File: src/rtl/dmem_arbiter.sv
// dmem_arbiter: shares a single-port synchronous dmem between requester 0 (CPU) and
// requester 1 (debug/DMA). Grants are combinational, the winning command is registered
// onto the dmem port and read data returns to its owner two cycles after the grant.
// Optional feature: define DMEM_ARB_RR_EN for round-robin arbitration; otherwise
// requester 0 has fixed priority on contention.
module dmem_arbiter #(
  parameter int unsigned ADDR_W = 12,
  parameter int unsigned DATA_W = 32
) (
  input  logic              clk_i,
  input  logic              rst_ni,
  input  logic              req0_i,
  input  logic              req1_i,
  input  logic              we0_i,
  input  logic              we1_i,
  input  logic [ADDR_W-1:0] addr0_i,
  input  logic [ADDR_W-1:0] addr1_i,
  input  logic [DATA_W-1:0] wdata0_i,
  input  logic [DATA_W-1:0] wdata1_i,
  output logic              gnt0_o,
  output logic              gnt1_o,
  output logic              rvalid0_o,
  output logic              rvalid1_o,
  output logic [DATA_W-1:0] rdata0_o,
  output logic [DATA_W-1:0] rdata1_o,
  output logic [ADDR_W-1:0] mem_address_o,
  output logic [DATA_W-1:0] mem_data_o,
  output logic              mem_wren_o,
  input  logic [DATA_W-1:0] mem_q_i
);

  typedef struct packed {
    logic valid;
    logic is_read;
    logic owner;  // 0 = requester 0, 1 = requester 1
  } pipe_t;

  logic              win1;
  logic              accept;
  logic              sel_we;
  logic [ADDR_W-1:0] sel_addr;
  logic [DATA_W-1:0] sel_wdata;

  logic [ADDR_W-1:0] mem_address_q, mem_address_d;
  logic [DATA_W-1:0] mem_data_q, mem_data_d;
  logic              mem_wren_q, mem_wren_d;
  pipe_t             issue_q, issue_d;   // command on the dmem port this cycle
  pipe_t             ret_q;              // command whose read data is on mem_q_i
  logic [DATA_W-1:0] hold0_q, hold0_d;
  logic [DATA_W-1:0] hold1_q, hold1_d;

`ifdef DMEM_ARB_RR_EN
  logic last_q, last_d;  // last winner; reset to 1 so requester 0 is favoured first

  // Round-robin: on contention the requester that did not win last time goes first.
  always_comb begin
    win1   = req1_i & (~req0_i | ~last_q);
    last_d = last_q;
    if (accept) begin
      last_d = win1;
    end
  end

  // Pointer moves only when something is granted.
  always_ff @(posedge clk_i or negedge rst_ni) begin
    if (!rst_ni) begin
      last_q <= 1'b1;
    end else begin
      last_q <= last_d;
    end
  end
`else
  // Fixed priority: requester 0 always wins contention.
  assign win1 = req1_i & ~req0_i;
`endif

  // Grants are forced low while reset is asserted.
  always_comb begin
    gnt0_o = rst_ni & req0_i & ~win1;
    gnt1_o = rst_ni & win1;
    accept = gnt0_o | gnt1_o;
  end

  // Select the winning command and form the next issue-stage contents.
  always_comb begin
    sel_we    = win1 ? we1_i    : we0_i;
    sel_addr  = win1 ? addr1_i  : addr0_i;
    sel_wdata = win1 ? wdata1_i : wdata0_i;

    mem_address_d = mem_address_q;
    mem_data_d    = mem_data_q;
    mem_wren_d    = 1'b0;
    issue_d       = '0;
    if (accept) begin
      mem_address_d   = sel_addr;
      mem_data_d      = sel_wdata;
      mem_wren_d      = sel_we;
      issue_d.valid   = 1'b1;
      issue_d.is_read = ~sel_we;
      issue_d.owner   = win1;
    end
  end

  // Return-stage decode; rdata follows mem_q while valid and otherwise holds.
  always_comb begin
    rvalid0_o = ret_q.valid & ret_q.is_read & ~ret_q.owner;
    rvalid1_o = ret_q.valid & ret_q.is_read & ret_q.owner;
    hold0_d   = rvalid0_o ? mem_q_i : hold0_q;
    hold1_d   = rvalid1_o ? mem_q_i : hold1_q;
    rdata0_o  = hold0_d;
    rdata1_o  = hold1_d;
  end

  // Command register, owner pipeline and read-data hold registers.
  always_ff @(posedge clk_i or negedge rst_ni) begin
    if (!rst_ni) begin
      mem_address_q <= '0;
      mem_data_q    <= '0;
      mem_wren_q    <= 1'b0;
      issue_q       <= '0;
      ret_q         <= '0;
      hold0_q       <= '0;
      hold1_q       <= '0;
    end else begin
      mem_address_q <= mem_address_d;
      mem_data_q    <= mem_data_d;
      mem_wren_q    <= mem_wren_d;
      issue_q       <= issue_d;
      ret_q         <= issue_q;
      hold0_q       <= hold0_d;
      hold1_q       <= hold1_d;
    end
  end

  assign mem_address_o = mem_address_q;
  assign mem_data_o    = mem_data_q;
  assign mem_wren_o    = mem_wren_q;

endmodule

File: config.mk
export PLATFORM = sky130hd
export DESIGN_NAME = dmem_arbiter
export DESIGN_NICKNAME = d
export VERILOG_FILES = /design/src/rtl/dmem_arbiter.sv
export SDC_FILE = /design/constraint.sdc
export NUM_CORES = 1
export LEC_CHECK = 0
export BUFFER_PORTS_ARGS = -buffer_cell sky130_fd_sc_hd__buf_2
export CORE_ASPECT_RATIO = 0.6
export CORE_MARGIN = 2
export CORE_UTILIZATION = 35
export CTS_CLUSTER_SIZE = 40
export DETAILED_ROUTE_END_ITERATION = 8
export GPL_TIMING_DRIVEN = 0
export PLACE_DENSITY = 0.63
export SYNTH_ARGS = -nofsm -noshare
export SYNTH_HDL_FRONTEND = slang
export SYNTH_SLANG_ARGS = --single-unit
File: constraint.sdc
create_clock -name clk_i -period 1.7 [get_ports clk_i]
set_input_delay 0.255 -clock clk_i [delete_from_list [all_inputs] [get_ports clk_i]]
set_output_delay 0.255 -clock clk_i [all_outputs]
set_load 0.01 [all_outputs]
Yosys cells after proc, flatten, opt, wreduce, memory -nomap -nowiden
Cells that the tools add are included.
{ "word_totals": {"inputBits": 126, "elab_cells": 30, "out_inout_bits": 113, "regBits": 115} }
{ "classes": {"mux": 7, "n_bitwise": 12} }
{ "op_table": {"columns": ["cell", "count"], "rows": [
  ["two-way mux 32 bit", 3],
  ["two-way mux 12 bit", 1],
  ["bitwise AND 1 bit", 7],
  ["inverter 1 bit", 4],
  ["two-way mux 3 bit", 1],
  ["two-way mux 1 bit", 2],
  ["bitwise OR 1 bit", 1]
]} }

Longest topological paths before layout
Gate-level depths: netlist of run 1.
{ "depth": {"word_depth": 6, "depth_mapped": 5, "depth_no_buf": 2} }

Least setup slack after synthesis of run 1
No wires, ideal clock.
{ "synth_path": {"path_type": "reg2out", "start": "reg ret_q[1] (netlist name)", "end": "out rdata0_o[22]", "path_stages_with_launch": 4, "slack_ns": 0.333, "n_path_buf": 1, "arrival_ns": 1.112, "cell_sequence": "dfrtp_1 > nand3b_4 > buf_2 > mux2_1"} }
{ "synth_between": {"elab_chain_cells": 3} }
{ "synth_rtl": {"columns": ["item", "line_no", "source"], "rows": [
  ["from (decl)", "48", "pipe_t ret_q;"],
  ["from (signal assigned)", "129", "ret_q <= issue_q;"],
  ["bitwise AND 1 bit (2 in a row)", "106", "rvalid0_o = ret_q.valid & ret_q.is_read & ~ret_q.owner;"],
  ["two-way mux 32 bit", "108", "hold0_d = rvalid0_o ? mem_q_i : hold0_q;"],
  ["to (decl)", "24", "output logic [DATA_W-1:0] rdata0_o,"]
]} }
Every way passes these cells.

Worst setup path after layout of run 1
{ "layout_path": {"start": "reg ret_q[1] (netlist name)", "end": "out rdata1_o[10]"} }
{ "layout_between": {"elab_chain_cells": 3} }
{ "layout_rtl": {"columns": ["item", "line_no", "source"], "rows": [
  ["bitwise AND 1 bit (2 in a row)", "107", "rvalid1_o = ret_q.valid & ret_q.is_read & ret_q.owner;"],
  ["two-way mux 32 bit", "109", "hold1_d = rvalid1_o ? mem_q_i : hold1_q;"],
  ["to (decl)", "25", "output logic [DATA_W-1:0] rdata1_o,"]
]} }
Every way passes these cells.

==> results of run 1 <==
## area by class of cell
| type | count | area (um2) |
|---|---|---|
| sequential | 115 | 2880 |
| multi-input combinational | 208 | 2230 |
| fill | 1266 | 6570 |
| clock inverter | 9 | 155 |
| buffer | 34 | 259 |
| clock buffer | 22 | 454 |
| tap | 198 | 248 |
| inverter | 2 | 7.51 |
| timing repair buffer | 266 | 1830 |
## layout by cell type, fill, tap and decap left out, types with 2 or more instances in the layout
cell / instances
o21a_1: 2
dfrtp_1: 114
nand3b_1: 45
dlygate4sd3_1: 3
inv_2: 2
buf_6: 53
nand4bb_1: 44
buf_2: 206
buf_4: 11
clkbuf_1: 18
buf_16: 2
buf_12: 7
clkbuf_16: 18
bufbuf_16: 2
mux2_4: 35
clkinv_4: 2
clkinv_2: 2
mux2_1: 29
bufinv_16: 4
o211a_1: 44
and3b_1: 2
## timing repair
| action | 4_1_cts | 5_1_grt |
|---|---|---|
| gates resized for setup | 31 | 41 |
| setup buffers | 10 | 8 |
| hold endpoints to repair | 49 | 0 |
| setup endpoints to repair | 66 | 65 |
| cloned | 3 | 1 |
| pin swaps | 0 | 1 |
| hold buffers | 6 | 0 |
## layer usage
metal | global-route usage, % | wire length, um | share of wire, %
met1 | 28.4 | 7630 | 47
met2 | 30.0 | 7050 | 44
met3 | 4.71 | 1050 | 6.5
met4 | 7.42 | 354 | 2.2
met5 | 0 | 0 | 0
## registers in the layout, indices dropped and copies added, names as in the netlist
| name | flops |
|---|---|
| mem_data_o | 32 |
| issue_q | 3 |
| hold1_q | 32 |
| mem_wren_o | 1 |
| hold0_q | 32 |
| mem_address_o | 12 |
| ret_q | 3 |
## how the worst max path moves through the flow
stage | endpoint | slack (ns) | cells after the start
after floorplan | rdata0_o[22] | 0.33 | 3
after global placement | gnt1_o | -2.04 | 6
after detailed placement | gnt1_o | -0.60 | 7
after CTS | rdata1_o[10] | -0.28 | 5
after global routing | rdata0_o[10] | -0.34 | 4
final | rdata1_o[10] | -0.25 | 5
## worst max-delay path, stage by stage, from the launching register on
cell	delay, ns
dfrtp_1	0.43
nand3_4	0.12
buf_8	0.16
clkbuf_16	0.16
mux2_4	0.31
buf_6	0.13
## power by group through the flow
stage                     logic (W)  registers, W  clock network [W]
final                       0.00221       0.00340            0.00371
after global routing        0.00238       0.00345            0.00395
after CTS                   0.00200       0.00340            0.00381
after detailed placement    0.00186       0.00344                  0
after global placement      0.00182       0.00341                  0
after floorplan            0.000940       0.00347                  0
## cells by family after synthesis
kind of cell           after synthesis  share of synthesized area, %
AO/OA/AOI/OAI                       47                          8.72
flip-flops                         115                          54.2
AND/OR/NAND/NOR                     97                          17.0
buffers and inverters               38                          4.41
multiplexers                        64                          15.6
## stage by stage
step	area [um2]	TNS [ns]	setup WS, ns
floorplan	5310	0	0.333
global route	8060	-18.81	-0.340
finish	8060	-13.92	-0.252
CTS	7770	-16.04	-0.282
global placement	6740	-217.97	-2.04
detailed placement	6780	-17.65	-0.598
==> metrics, run 1 <==
Finished Layout Cells 854; Initial Util 36.3%; Hold Crit Class in -> reg; Logic pwr share 23.7%; Worst Path Required 1.44 ns; CTS Buf Count 17; Post-Syn Instances 361; max-capacitance violation count 0; Worst Skew 0.00484 ns; Die Y 99.4 um; Final Hold Viols 0; num rows 34; Cell variety after synth 20; status finished with violations; Yosys top cell area share 54.2%; DRC Markers 0; syn_nets 487; Iter 0 DRT Violations 164; pin count of the biggest net entering global routing 45; CP max FO 5; R2R Path End hold1_q[18]; number of antenna-violating nets in the routed design 0; placed cells 797; Final Max Slew Viols 0; Net Sw Power 0.00240 W; Root Buffer clkbuf_16; most frequent cell after synthesis dfrtp_1; worst hold path depth 2; number of synthesized flops with an enable pin 0; fin crit period 1.95 ns; Final nets 770; core area 0.0146 mm2; Ys Warns 0; PD cells 1160 mW/mm2; Slew headroom 40.1%; flop2flop setup slack 0.31 ns; Top FF cell, synth dfrtp_1; final setup violation count 65; synth top area cells dfrtp_1 54%, nand4bb_1 9.3%, o211a_1 8.3%; synth cell count leaders 115 x dfrtp_1, 45 x nand3b_1, 44 x nand4bb_1, 44 x o211a_1, 35 x mux2_1; antenna violations before repair 0; Worst Tran Pin Value 0.895 ns; post-DP HPWL 11.1 mm; GRT Residual Overflow 0; routed vias/inst 5.04; clock power share 39.8%; Skew-Pair Late Insertion Delay 0.40 ns; Mapped Avg Cell Area 14.7 um2; Sw Share 25.8%; DIE AREA 0.0162 mm2; crit start category flop; Worst Hold Endpoint hold0_q[16]; Crit. End Element output pin; Int Power 0.00692 W; gpl congestion 0.845; hold_ws 0.109 ns; All-Layer GR Usage 20.0%; drt total wl 16.1 mm; first drt pass iteration count 4; clock sinks 115; cells on worst reg2reg path 5; Mapped Area 0.00531 mm2; asr flop ratio synth 100%; # H-tree levels 4; CTS tree built; Reg clk slew, reported paths 0.06 ns; beginning of the critical path ret_q[1]; worst setup path class reg -> out; Flop pwr share 36.5%; Arr. time, crit path 1.70 ns; register area share after synthesis 54.2%; DR WL/cell 18.8 um; Diodes inserted 0; Vias 4302; total power 0.00932 W; global-route wire length before repair 25.2 mm; cell taking the most area after synthesis dfrtp_1; FF+latch count, synth 115; worst-case clock buffer depth 2; failing checks setup timing; Die X 163 um; PortBufs 237; area grow syn2layout 51.9%; vias in the first global route 4655; reg2reg start ret_q[1]; hold_sp mem_q_i[16]; I/O pins 239; share of cells above drive strength 1 53.4%; worst setup slack after layout -0.252 ns; Pleak 3.95 nW; Peak Freq 512 MHz; Final Util 55.1%; maximum VDD drop 607 uV; Final period util 115%; RSZ-0062 raised after global routing true
Note: power is estimated with default switching activity, not from simulation.
==> run 2: changes to the inputs <==
CELL_PAD_IN_SITES_DETAIL_PLACEMENT = 1   (was not set)
CELL_PAD_IN_SITES_GLOBAL_PLACEMENT = 2   (was not set)
CORE_UTILIZATION = 30   (was 35)
CTS_CLUSTER_SIZE = not set   (was 40)
PLACE_DENSITY = 0.81   (was 0.63)
SLEW_MARGIN = 25   (was not set)
==> run 2 against run 1 <==
  * The run still ends with setup timing left
  * Utilization down 9.0 points
  * Register-to-register slack worse by 0.17 ns
  * First-iteration DRC count up 27%
  * Clock power up 3%
  * Critical endpoint is now rdata0_o[7]
  * Largest cell class unchanged
==> metrics, run 2 (synthesis gave the netlist of run 1 again) <==
CTS tree built; Vias 4346; final setup violation count 64; maximum VDD drop 632 uV; area grow syn2layout 49.4%; Peak Freq 497 MHz; pin count of the biggest net entering global routing 70; Skew-Pair Late Insertion Delay 0.42 ns; failing checks setup timing; Final Util 46.1%; fin crit period 2.01 ns; crit start category flop; Worst Tran Pin Value 0.554 ns; core area 0.0172 mm2; GRT Residual Overflow 0; DRC Markers 0; worst setup path class reg -> out; CP max FO 10; Worst Skew 0.00993 ns; Setup TNS -17.87 ns; gpl congestion 0.815; RSZ-0062 raised after global routing true; number of antenna-violating nets in the routed design 0; PortBufs 237; Final nets 764; Logic pwr share 23.6%; Final Max Slew Viols 0; Initial Util 30.8%; global-route wire length before repair 27.4 mm; commonest non-fill, non-tap cells in the layout 212 x buf_2, 114 x dfrtp_1, 45 x nand3b_1; drt total wl 18.7 mm; CTS Buf Count 17; Crit. End Element output pin; Die X 176 um; most common cell after layout, fill and taps aside buf_2; Final period util 118%; max-capacitance violation count 0; Worst Path Required 1.44 ns; first drt pass iteration count 4; clock power share 40.3%; # H-tree levels 4; Int Power 0.00691 W; routed vias/inst 4.91; Net Sw Power 0.00258 W; Hold Crit Class in -> reg; Finished Cell Area 0.00793 mm2; Flop pwr share 36.0%; Iter 0 DRT Violations 208; PD cells 1200 mW/mm2; Reg clk slew, reported paths 0.06 ns; post-DP HPWL 12.7 mm; clock sinks 115; share of cells above drive strength 1 53.1%; Root Buffer clkbuf_16; status finished with violations; worst-case clock buffer depth 2; Arr. time, crit path 1.76 ns; vias in the first global route 4575; DR WL/cell 21.1 um; Final Hold Viols 0; DIE AREA 0.0188 mm2; Sw Share 27.2%; Pleak 3.85 nW; I/O pins 239; Die Y 107 um; All-Layer GR Usage 19.3%; Area after DPL 0.00682 mm2; FILL cells 1868; antenna violations before repair 3; num rows 37; worst setup slack after layout -0.312 ns; Slew headroom 63.1%
[run 2: cell types whose count changed in the layout (fill, tap and decap cells not counted), moves of 3 or more]
cell,change
buf_12,-3
mux2_1,+3
buf_4,+7
buf_6,-12
mux2_4,-4
buf_2,+6
[run 2: worst max-delay path, cell delays in order, from the launching register on]
cell      delay, ns
dfrtp_1        0.40
nand3b_4       0.22
buf_6          0.19
mux2_1         0.36
buf_2          0.16
[run 2: timing repair]
| item | CTS | global route |
|---|---|---|
| setup buffers | 2 | 16 |
| hold buffers | 2 | 0 |
| endpoints found under the hold margin | 47 | 0 |
| cloned | 0 | 2 |
| pin swaps | 0 | 1 |
| setup endpoints to repair | 68 | 75 |
| resized for setup | 17 | 45 |
[run 2: per-layer routing]
metal	GRT usage, %	vias to the layer above	wire length [um]
li1	-	1923	-
met1	25.3	2215	8190
met2	29.2	185	8620
met3	7.73	19	1640
met4	6.38	4	216
met5	0	-	24
[run 2: cell type report]
class,count,area (um2),area share (%)
Antenna cell,1,2.50,0.0315
Buffer,34,267,3.36
Clock buffer,22,464,5.85
Clock inverter,9,154,1.94
Inverter,2,12.5,0.158
Multi-Input combinational cell,208,2210,27.9
Sequential cell,115,2880,36.3
Tap cell,234,293,3.69
Timing Repair Buffer,260,1650,20.8
[run 2: final timing paths]
path | from | end | slack [ns] | depth (start not counted)
min reg2reg | issue_q[0] | ret_q[0] | 0.35 | 0
min | we0_i | mem_wren_o | 0.08 | 3
min in group asynchronous | rst_ni | hold0_q[11] | 0.58 | 3
max in group asynchronous | rst_ni | mem_data_o[27] | 0.74 | 3
max | ret_q[0] | rdata0_o[7] | -0.31 | 4
max reg2reg | ret_q[0] | hold0_q[31] | 0.14 | 6
[run 2: power by group through the flow]
stage	combinational, W	clock (W)	sequential [W]
after floorplan	0.000940	0	0.00347
after detailed placement	0.00192	0	0.00345
final	0.00224	0.00382	0.00342
after global placement	0.00185	0	0.00341
after CTS	0.00201	0.00389	0.00341
after global routing	0.00240	0.00403	0.00347
[run 2: stage by stage]
stage	std cells	hold slack [ns]	setup WS, ns	total power (W)
after detailed placement	833	0.241	-0.343	0.00537
after CTS	867	0.0571	-0.341	0.00931
after global routing	884	0.0678	-0.400	0.00990
final	885	0.0772	-0.312	0.00948
after global placement	832	0.336	-2.05	0.00526
after floorplan	361	-0.0406	0.333	0.00441
